[config.mk]
export PLATFORM = sky130hd
export DESIGN_NAME = i3c_bus_monitor
export DESIGN_NICKNAME = d
export VERILOG_FILES = /design/src/rtl/i3c_bus_monitor.sv
export SDC_FILE = /design/constraint.sdc
export NUM_CORES = 1
export LEC_CHECK = 0
export ABC_AREA = 1
export ABC_CLOCK_PERIOD_IN_PS = 1400
export CORE_MARGIN = 2
export CORE_UTILIZATION = 27
export CTS_CLUSTER_SIZE = 10
export DETAILED_ROUTE_END_ITERATION = 16
export HOLD_SLACK_MARGIN = 0.03
export SYNTH_ARGS = -nofsm -noshare
export SYNTH_HDL_FRONTEND = slang
export SYNTH_SLANG_ARGS = --single-unit
export TNS_END_PERCENT = 100
[constraint.sdc]
create_clock -name clk_i -period 1.4 [get_ports clk_i]
set_input_delay 0.28 -clock clk_i [delete_from_list [all_inputs] [get_ports clk_i]]
set_output_delay 0.28 -clock clk_i [all_outputs]
set_load 0.01 [all_outputs]
[src/rtl/i3c_bus_monitor.sv]
// Passive I3C bus observer: synchronizes SCL/SDA, flags START / Repeated START / STOP,
// deserializes 9-bit frames and reports bus-idle status. Never drives the bus.
module i3c_bus_monitor #(
   parameter int unsigned SyncStages   = 2,
   parameter int unsigned IdleCycles   = 200,
   parameter int unsigned IdleCntWidth = $clog2(IdleCycles + 1)
) (
   input  logic       clk_i,
   input  logic       rst_ni,
   input  logic       enable_i,
   input  logic       scl_i,
   input  logic       sda_i,
   output logic       start_det_o,
   output logic       rstart_det_o,
   output logic       stop_det_o,
   output logic       byte_valid_o,
   output logic [7:0] byte_o,
   output logic       ninth_bit_o,
   output logic       frame_err_o,
   output logic       bus_busy_o,
   output logic       bus_idle_o
);

   // byte_valid_o is a one-cycle strobe with no ready: byte_o/ninth_bit_o are valid
   // in the same cycle and hold until the next strobe, so a consumer must take it then.

   typedef enum logic {
      IDLE   = 1'b0,
      ACTIVE = 1'b1
   } state_e;

   localparam logic [IdleCntWidth-1:0] IdleMax = IdleCntWidth'(IdleCycles);

   logic [SyncStages-1:0]   scl_sync, sda_sync;
   logic                    scl_s, sda_s, scl_p, sda_p;
   logic                    scl_rise, start_ev, stop_ev;

   state_e                  state_q, state_d;
   logic [3:0]              bit_cnt_q, bit_cnt_d;
   logic [7:0]              shift_q, shift_d;
   logic [7:0]              byte_d;
   logic                    ninth_d;
   logic                    start_d, rstart_d, stop_d, valid_d, ferr_d;
   logic [IdleCntWidth-1:0] idle_cnt_q, idle_cnt_d;

   // Sync chains and previous-sample flops reset high so release never looks like an edge.
   always_ff @(posedge clk_i or negedge rst_ni) begin
      if (!rst_ni) begin
         scl_sync <= '1;
         sda_sync <= '1;
         scl_p    <= 1'b1;
         sda_p    <= 1'b1;
      end else begin
         scl_sync <= {scl_sync[SyncStages-2:0], scl_i};
         sda_sync <= {sda_sync[SyncStages-2:0], sda_i};
         scl_p    <= scl_s;
         sda_p    <= sda_s;
      end
   end

   assign scl_s = scl_sync[SyncStages-1];
   assign sda_s = sda_sync[SyncStages-1];

   // An SCL rise wins over any simultaneous SDA change: it is a data sample.
   assign scl_rise = !scl_p && scl_s;
   assign start_ev = !scl_rise && scl_p && scl_s && sda_p && !sda_s;
   assign stop_ev  = !scl_rise && scl_p && scl_s && !sda_p && sda_s;

   always_ff @(posedge clk_i or negedge rst_ni) begin
      if (!rst_ni) begin
         state_q      <= IDLE;
         bit_cnt_q    <= '0;
         shift_q      <= '0;
         idle_cnt_q   <= '0;
         byte_o       <= '0;
         ninth_bit_o  <= 1'b0;
         start_det_o  <= 1'b0;
         rstart_det_o <= 1'b0;
         stop_det_o   <= 1'b0;
         byte_valid_o <= 1'b0;
         frame_err_o  <= 1'b0;
      end else begin
         state_q      <= state_d;
         bit_cnt_q    <= bit_cnt_d;
         shift_q      <= shift_d;
         idle_cnt_q   <= idle_cnt_d;
         byte_o       <= byte_d;
         ninth_bit_o  <= ninth_d;
         start_det_o  <= start_d;
         rstart_det_o <= rstart_d;
         stop_det_o   <= stop_d;
         byte_valid_o <= valid_d;
         frame_err_o  <= ferr_d;
      end
   end

   always_comb begin
      state_d    = state_q;
      bit_cnt_d  = bit_cnt_q;
      shift_d    = shift_q;
      byte_d     = byte_o;
      ninth_d    = ninth_bit_o;
      start_d    = 1'b0;
      rstart_d   = 1'b0;
      stop_d     = 1'b0;
      valid_d    = 1'b0;
      ferr_d     = 1'b0;
      idle_cnt_d = '0;
      if (!enable_i) begin
         state_d   = IDLE;
         bit_cnt_d = '0;
      end else begin
         unique case (state_q)
            IDLE: begin
               if (start_ev) begin
                  state_d   = ACTIVE;
                  start_d   = 1'b1;
                  bit_cnt_d = '0;
                  shift_d   = '0;
               end else if (scl_s && sda_s) begin
                  idle_cnt_d = (idle_cnt_q == IdleMax) ? IdleMax
                                                        : idle_cnt_q + IdleCntWidth'(1);
               end
            end
            ACTIVE: begin
               if (start_ev) begin
                  rstart_d  = 1'b1;
                  ferr_d    = (bit_cnt_q != 4'd0);
                  bit_cnt_d = '0;
                  shift_d   = '0;
               end else if (stop_ev) begin
                  state_d   = IDLE;
                  stop_d    = 1'b1;
                  ferr_d    = (bit_cnt_q != 4'd0);
                  bit_cnt_d = '0;
                  shift_d   = '0;
               end else if (scl_rise) begin
                  if (bit_cnt_q == 4'd8) begin
                     ninth_d   = sda_s;
                     byte_d    = shift_q;
                     valid_d   = 1'b1;
                     bit_cnt_d = '0;
                  end else begin
                     shift_d   = {shift_q[6:0], sda_s};
                     bit_cnt_d = bit_cnt_q + 4'd1;
                  end
               end
            end
            default: state_d = IDLE;
         endcase
      end
   end

   assign bus_busy_o = (state_q == ACTIVE);
   assign bus_idle_o = (idle_cnt_q == IdleMax);

endmodule
==> results of run 1 <==
metal layers:
| layer | vias to the layer above | track usage |
|---|---|---|
| met3 | 7 | 0.0351 |
| met1 | 758 | 0.151 |
| met5 | - | 0 |
| li1 | 818 | - |
| met4 | 0 | 0.0378 |
| met2 | 29 | 0.195 |
through the flow:
| step | hold slack [ns] | TNS [ns] | area (sq um) |
|---|---|---|---|
| 2_1_floorplan | -0.0156 | 0 | 1880 |
| 3_3_place_gp | 0.223 | -4.42 | 2390 |
| 3_5_place_dp | 0.226 | -4.59 | 2390 |
| 4_1_cts | 0.360 | -0.539 | 2720 |
| 5_1_grt | 0.364 | -4.32 | 3020 |
| 6_report | 0.358 | -2.40 | 3020 |
cell usage after synthesis (all sizes together):
master and instances:
dfstp 6, dfrtp 35, clkinv 1, nand3b 2
a21oi 5, nand2 52, buf 3, o21a 1
nand3 20, xnor2 1, nand4 7, xor2 2
or2 2, nor2 23, o21ai 10, nor3 5
ha 4, inv 29
cells by family after synthesis:
| logic type | count (synthesis) | synth area share |
|---|---|---|
| xor+xnor | 3 | 0.0140 |
| flops | 41 | 0.550 |
| fa+ha+maj | 4 | 0.0266 |
| buf+inv | 33 | 0.0726 |
| compound gates | 16 | 0.0580 |
| simple gates | 111 | 0.278 |
where the power goes:
part / total, mW / internal (mW) / leakage [nW] / switching [mW]
clock: 0.998 / 0.580 / 0.0574 / 0.418
combinational: 0.208 / 0.0909 / 0.869 / 0.117
sequential: 1.22 / 1.20 / 0.551 / 0.0122
placed cells by master, fill, tap and decap left out, types with 8 or more instances in the layout:
master and instances:
buf_4 39, dfrtp_1 35, nand2_1 26, inv_1 19, nand2_2 18, nor2_1 17
dlygate4sd2_1 15, buf_6 11, nand3_2 10, inv_2 8, nand2_4 8
sequential cells by signal (all words and copies together), names as in the netlist, 2 cells and up:
register	count
bit_cnt_q	4
scl_sync	2
byte_o	8
idle_cnt_q	8
shift_q	8
sda_sync	2
worst max-delay path, delay by kind of cell (launching register included):
kind,cells,cell delay (ns)
flops,1,0.38
buf+inv,3,0.20
simple gates,2,0.31
fa+ha+maj,1,0.15
area by class of cell:
type	instances	area, sq um	share of cell area
multi-input cells	136	1010	0.336
clock buffers	6	82.6	0.0274
repair buffers	72	628	0.208
well taps	80	100	0.0332
inverters	30	121	0.0402
clock inverters	2	37.5	0.0124
flip-flops and latches	41	1030	0.343
timing repair:
item	CTS	global route
gates cloned	2	0
endpoints found under the hold margin	8	0
setup buffers	5	18
gates resized for setup	68	46
hold buffers	1	0
endpoints found under the setup margin	38	27
pin swaps	13	18
how the worst max path moves through the flow:
| stage | from | endpoint | slack, ns |
|---|---|---|---|
| 2_1_floorplan | scl_sync[1]$_DFF_PN1_ | byte_o[6]$_DFFE_PN0P_ | 0.004 |
| 3_3_place_gp | idle_cnt_q[0]$_DFF_PN0_ | bus_idle_o | -0.37 |
| 3_5_place_dp | idle_cnt_q[1]$_DFF_PN0_ | bus_idle_o | -0.37 |
| 4_1_cts | idle_cnt_q[1]$_DFF_PN0_ | bus_idle_o | -0.22 |
| 5_1_grt | idle_cnt_q[0]$_DFF_PN0_ | bus_idle_o | -0.29 |
| 6_report | idle_cnt_q[0]$_DFF_PN0_ | bus_idle_o | -0.21 |
==> results.json, run 1 <==
{
  "grt.overflow.total": 0,
  "syn_inst": 208,
  "ys_seq_area_frac": 0.550,
  "io_pins": 21,
  "reg2reg_slack_ns": -0.13,
  "r2r-end": "byte_o[3]$_DFFE_PN0P_",
  "fin_crit_ns": 1.61,
  "p_total_mw": 2.42,
  "cts.sinks": 41,
  "grt_usage": 0.119,
  "irDropWorstVdd_mv": 0.503,
  "fillCellCount": 626,
  "num_vias": 1612,
  "skew_ns": 0.00741,
  "final_hold_viol_count": 0,
  "power_density_nw_per_um2": 803,
  "syn_area_per_cell_sq_um": 9.03,
  "cts_root_buffer": "clkbuf_8",
  "slew_headroom": 0.739,
  "die_h_um": 87.4,
  "syn_nets": 217,
  "cts_buffer_depth": 2,
  "synth.top_cell.area_share": 0.466,
  "crit_chain": "inv_1, ha_2, nand3b_1, or2_4, inv_2, buf_6",
  "start_util": 0.278,
  "routabilityCongestion": 0.802,
  "core-area_sq_um": 6760,
  "worstMarginPinSlew_ns": 0.389,
  "die_x_um": 87.4,
  "endpoint_kind": "output port",
  "synth_area_leaders": "dfrtp_1, nand2_1, dfstp_2",
  "drive_above_1_share": 0.505,
  "final_cells": 367,
  "fin_crit_sh": 1.15,
  "grt_pass1_wl_um": 7090,
  "setup_viol": 24,
  "status": "finished with violations",
  "place_ws_ns": -0.373,
  "worst-setup-path-type": "reg -> out",
  "r2r_cells": 9,
  "hold_depth": 0,
  "insertion_delay_ns": 0.29,
  "met2_length_um": 2320,
  "dieArea_sq_um": 7640,
  "worstReg2RegStart": "scl_sync[1]$_DFF_PN1_",
  "antenna_found_initial": 0,
  "yosys.area.top_type": "dfrtp_1",
  "place_hpwl_um": 2640,
  "io_buffers": 20,
  "cp.required_ns": 1.12,
  "cts_made_buffers": 5,
  "cts_htree_levels": 2,
  "worst_path_largest_cell_delay_ns": 0.38,
  "cp_max_fo": 2,
  "wl_per_cell_um": 12.3,
  "final_util": 0.446,
  "ys_types": 29,
  "antenna_left": 0,
  "nets": 295,
  "rows": 30,
  "cap_violations": 0,
  "met3_length_um": 166,
  "dr.first_iter.drc_count": 69,
  "first_global_vias": 1527,
  "ys_warn_count": 0,
  "failed_checks": "negative setup slack",
  "area_growth_pct": 60.6,
  "arrival_ns": 1.33,
  "synthesis.area_sq_um": 1880,
  "synth-seq-cells": 41,
  "p_leak_nw": 1.48,
  "setup_ws_ns": -0.213,
  "drt-met1-wl_um": 1960,
  "start_kind": "register",
  "dr.pass1.iters": 4,
  "dr.max_layer_used": "met4",
  "viasPerCell": 4.39,
  "rsz0062_at_grt": "yes",
  "path_clk_slew_ns": 0.08,
  "slowest_stage": "dfrtp_1",
  "drt_wl_total_um": 4500,
  "cts_tree": "done",
  "route.detailed.drc": 0,
  "hp-start": "sda_sync[0]$_DFF_PN1_",
  "min_path_type": "reg -> reg",
  "drv_slew": 0,
  "grt_max_degree": 28,
  "max_freq_mhz": 620,
  "placed_cells": 335,
  "n_antenna_cell": 0,
  "hold_end": "sda_sync[1]$_DFF_PN1_"
}
Power figures use the tool's default switching activity.
==> run 2, diff against run 1 <==
--- a/config.mk
+++ b/config.mk
@@ -14,2 +14,4 @@
 export HOLD_SLACK_MARGIN = 0.03
+export PLACE_DENSITY = 0.5
+export SETUP_SLACK_MARGIN = 0.02
 export SYNTH_ARGS = -nofsm -noshare
==> constraint.sdc (replaced) <==
create_clock -name clk_i -period 1.4 [get_ports clk_i]
set_input_delay 0.21 -clock clk_i [delete_from_list [all_inputs] [get_ports clk_i]]
set_output_delay 0.21 -clock clk_i [all_outputs]
set_load 0.01 [all_outputs]
==> run 2 against run 1 <==
The run still ends with negative setup slack left; critical endpoint unchanged; highest routed layer unchanged; hold slack got worse by 0.046 ns; combinational power barely moved; sequential cell count stayed put; sequential power about the same; critical path depth did not move; total power is 11% lower; non-clock buffer count is 11 lower; global-route usage up 0.31 points; fmax increased by 3.3%; register-to-register slack improved by 0.07 ns; wire length down 9.9%.
==> results.json, run 2 (synthesis results as in run 1) <==
{
  "dr.pass1.iters": 4,
  "worstReg2RegStart": "scl_sync[1]$_DFF_PN1_",
  "status": "finished with violations",
  "arrival_ns": 1.35,
  "insertion_delay_ns": 0.30,
  "layout_common_cells": "dfrtp_1, buf_4, nand2_1",
  "slew_headroom": 0.840,
  "setup_tns_ns": -0.587,
  "hold_end": "scl_sync[0]$_DFF_PN1_",
  "r2r_cells": 8,
  "place_hpwl_um": 2590,
  "crit_top_cell": "inv_2",
  "worst-setup-path-type": "reg -> out",
  "cp.required_ns": 1.19,
  "grt_usage": 0.122,
  "crit_chain": "inv_2, ha_4, nand3b_1, or2_4, inv_2, buf_6",
  "final_util": 0.444,
  "io_pins": 21,
  "rsz0062_at_grt": "yes",
  "failed_checks": "negative setup slack",
  "cts_htree_levels": 2,
  "dieArea_sq_um": 7640,
  "setup_viol": 18,
  "layout_commonest_cell": "dfrtp_1",
  "grt_pass1_wl_um": 7290,
  "cts_made_buffers": 5,
  "fin_crit_sh": 1.12,
  "critPathTopFamily": "flip-flops",
  "reg2reg_slack_ns": -0.06,
  "antenna_left": 0,
  "drt_wl_total_um": 4060,
  "drive_above_1_share": 0.511,
  "dr.first_iter.drc_count": 49,
  "worstMarginPinSlew_ns": 0.239,
  "routabilityCongestion": 0.799,
  "grt.overflow.total": 0,
  "antenna_found_initial": 0,
  "n_antenna_cell": 0,
  "die_x_um": 87.4,
  "power_density_nw_per_um2": 721,
  "final_hold_viol_count": 0,
  "io_buffers": 20,
  "setup_ws_ns": -0.162,
  "area_growth_pct": 59.8,
  "first_global_vias": 1634,
  "wl_per_cell_um": 11.4,
  "skew_ns": 0.0105,
  "cts_buffer_depth": 2,
  "irDropWorstVdd_mv": 0.330,
  "r2r-end": "shift_q[4]$_DFFE_PN0P_",
  "cp_max_fo": 2,
  "cap_violations": 0,
  "rows": 30,
  "die_h_um": 87.4,
  "worst_path_largest_cell_delay_ns": 0.39,
  "core-area_sq_um": 6760,
  "path_buf_inv": 3,
  "route.detailed.drc": 0,
  "cts.sinks": 41,
  "start_util": 0.278,
  "viasPerCell": 4.34,
  "max_freq_mhz": 640,
  "num_vias": 1546,
  "cts_tree": "done",
  "min_path_type": "in -> reg",
  "cts_root_buffer": "clkbuf_8",
  "drv_slew": 0,
  "hold_depth": 1,
  "endpoint_kind": "output port",
  "hp-start": "scl_i",
  "fin_crit_ns": 1.56,
  "nets": 284,
  "path_clk_slew_ns": 0.08,
  "slowest_stage": "dfrtp_1",
  "start_kind": "register",
  "grt_max_degree": 42,
  "p_leak_nw": 1.42,
  "reg.largest.list": "byte_o x8, idle_cnt_q x8, shift_q x8"
}
[run 2: layout make-up]
cell class	instances	area (sq um)
fillers	650	3750
multi-input cells	136	1110
flip-flops and latches	41	1030
repair buffers	61	539
inverters	30	139
well taps	80	100
clock buffers	6	72.6
clock inverters	2	10.0
[run 2: repair_timing]
item	4_1_cts	5_1_grt
setup buffers	5	3
endpoints found under the setup margin	38	31
endpoints found under the hold margin	35	0
hold buffers	1	0
cloned	2	0
pin swaps	16	19
gates resized for setup	68	65
[run 2: per-layer routing]
layer  vias to the layer above  track usage  wire length [um]
met1                       727        0.151              1850
li1                        794            -                 -
met4                         0       0.0545                67
met3                         5       0.0313               113
met5                         -            0                 0
met2                        20        0.200              2030
[run 2: worst max path at each step]
stage / startpoint / end / slack, ns / cells past startpoint
5_1_grt: idle_cnt_q[1]$_DFF_PN0_ / bus_idle_o / -0.23 / 6
3_5_place_dp: idle_cnt_q[1]$_DFF_PN0_ / bus_idle_o / -0.31 / 6
4_1_cts: idle_cnt_q[0]$_DFF_PN0_ / bus_idle_o / -0.16 / 6
6_report: idle_cnt_q[1]$_DFF_PN0_ / bus_idle_o / -0.16 / 6
2_1_floorplan: scl_sync[1]$_DFF_PN1_ / byte_o[6]$_DFFE_PN0P_ / 0.004 / 8
3_3_place_gp: idle_cnt_q[0]$_DFF_PN0_ / bus_idle_o / -0.30 / 6
[run 2: metrics by stage]
step / area (sq um) / hold slack, ns / total power [mW] / worst slack, ns / instances
global route: 3000 / 0.315 / 2.29 / -0.228 / 356
floorplan: 1880 / -0.0856 / 1.28 / 0.00424 / 208
global placement: 2420 / 0.204 / 1.38 / -0.301 / 339
detailed placement: 2420 / 0.203 / 1.38 / -0.314 / 339
finish: 3000 / 0.312 / 2.16 / -0.162 / 356
CTS: 2750 / 0.299 / 2.18 / -0.157 / 355
[run 2: power breakdown]
part	internal (mW)	switching [mW]	leakage [nW]
sequential	1.20	0.0103	0.550
clock	0.345	0.396	0.0450
combinational	0.0892	0.120	0.830
total	1.64	0.526	1.42
==> run 3, diff against run 2 <==
Settings changed: SLEW_MARGIN set to 10.
==> results of run 3 <==
No change in the layout: final DEF, timing and power equal those of run 2.
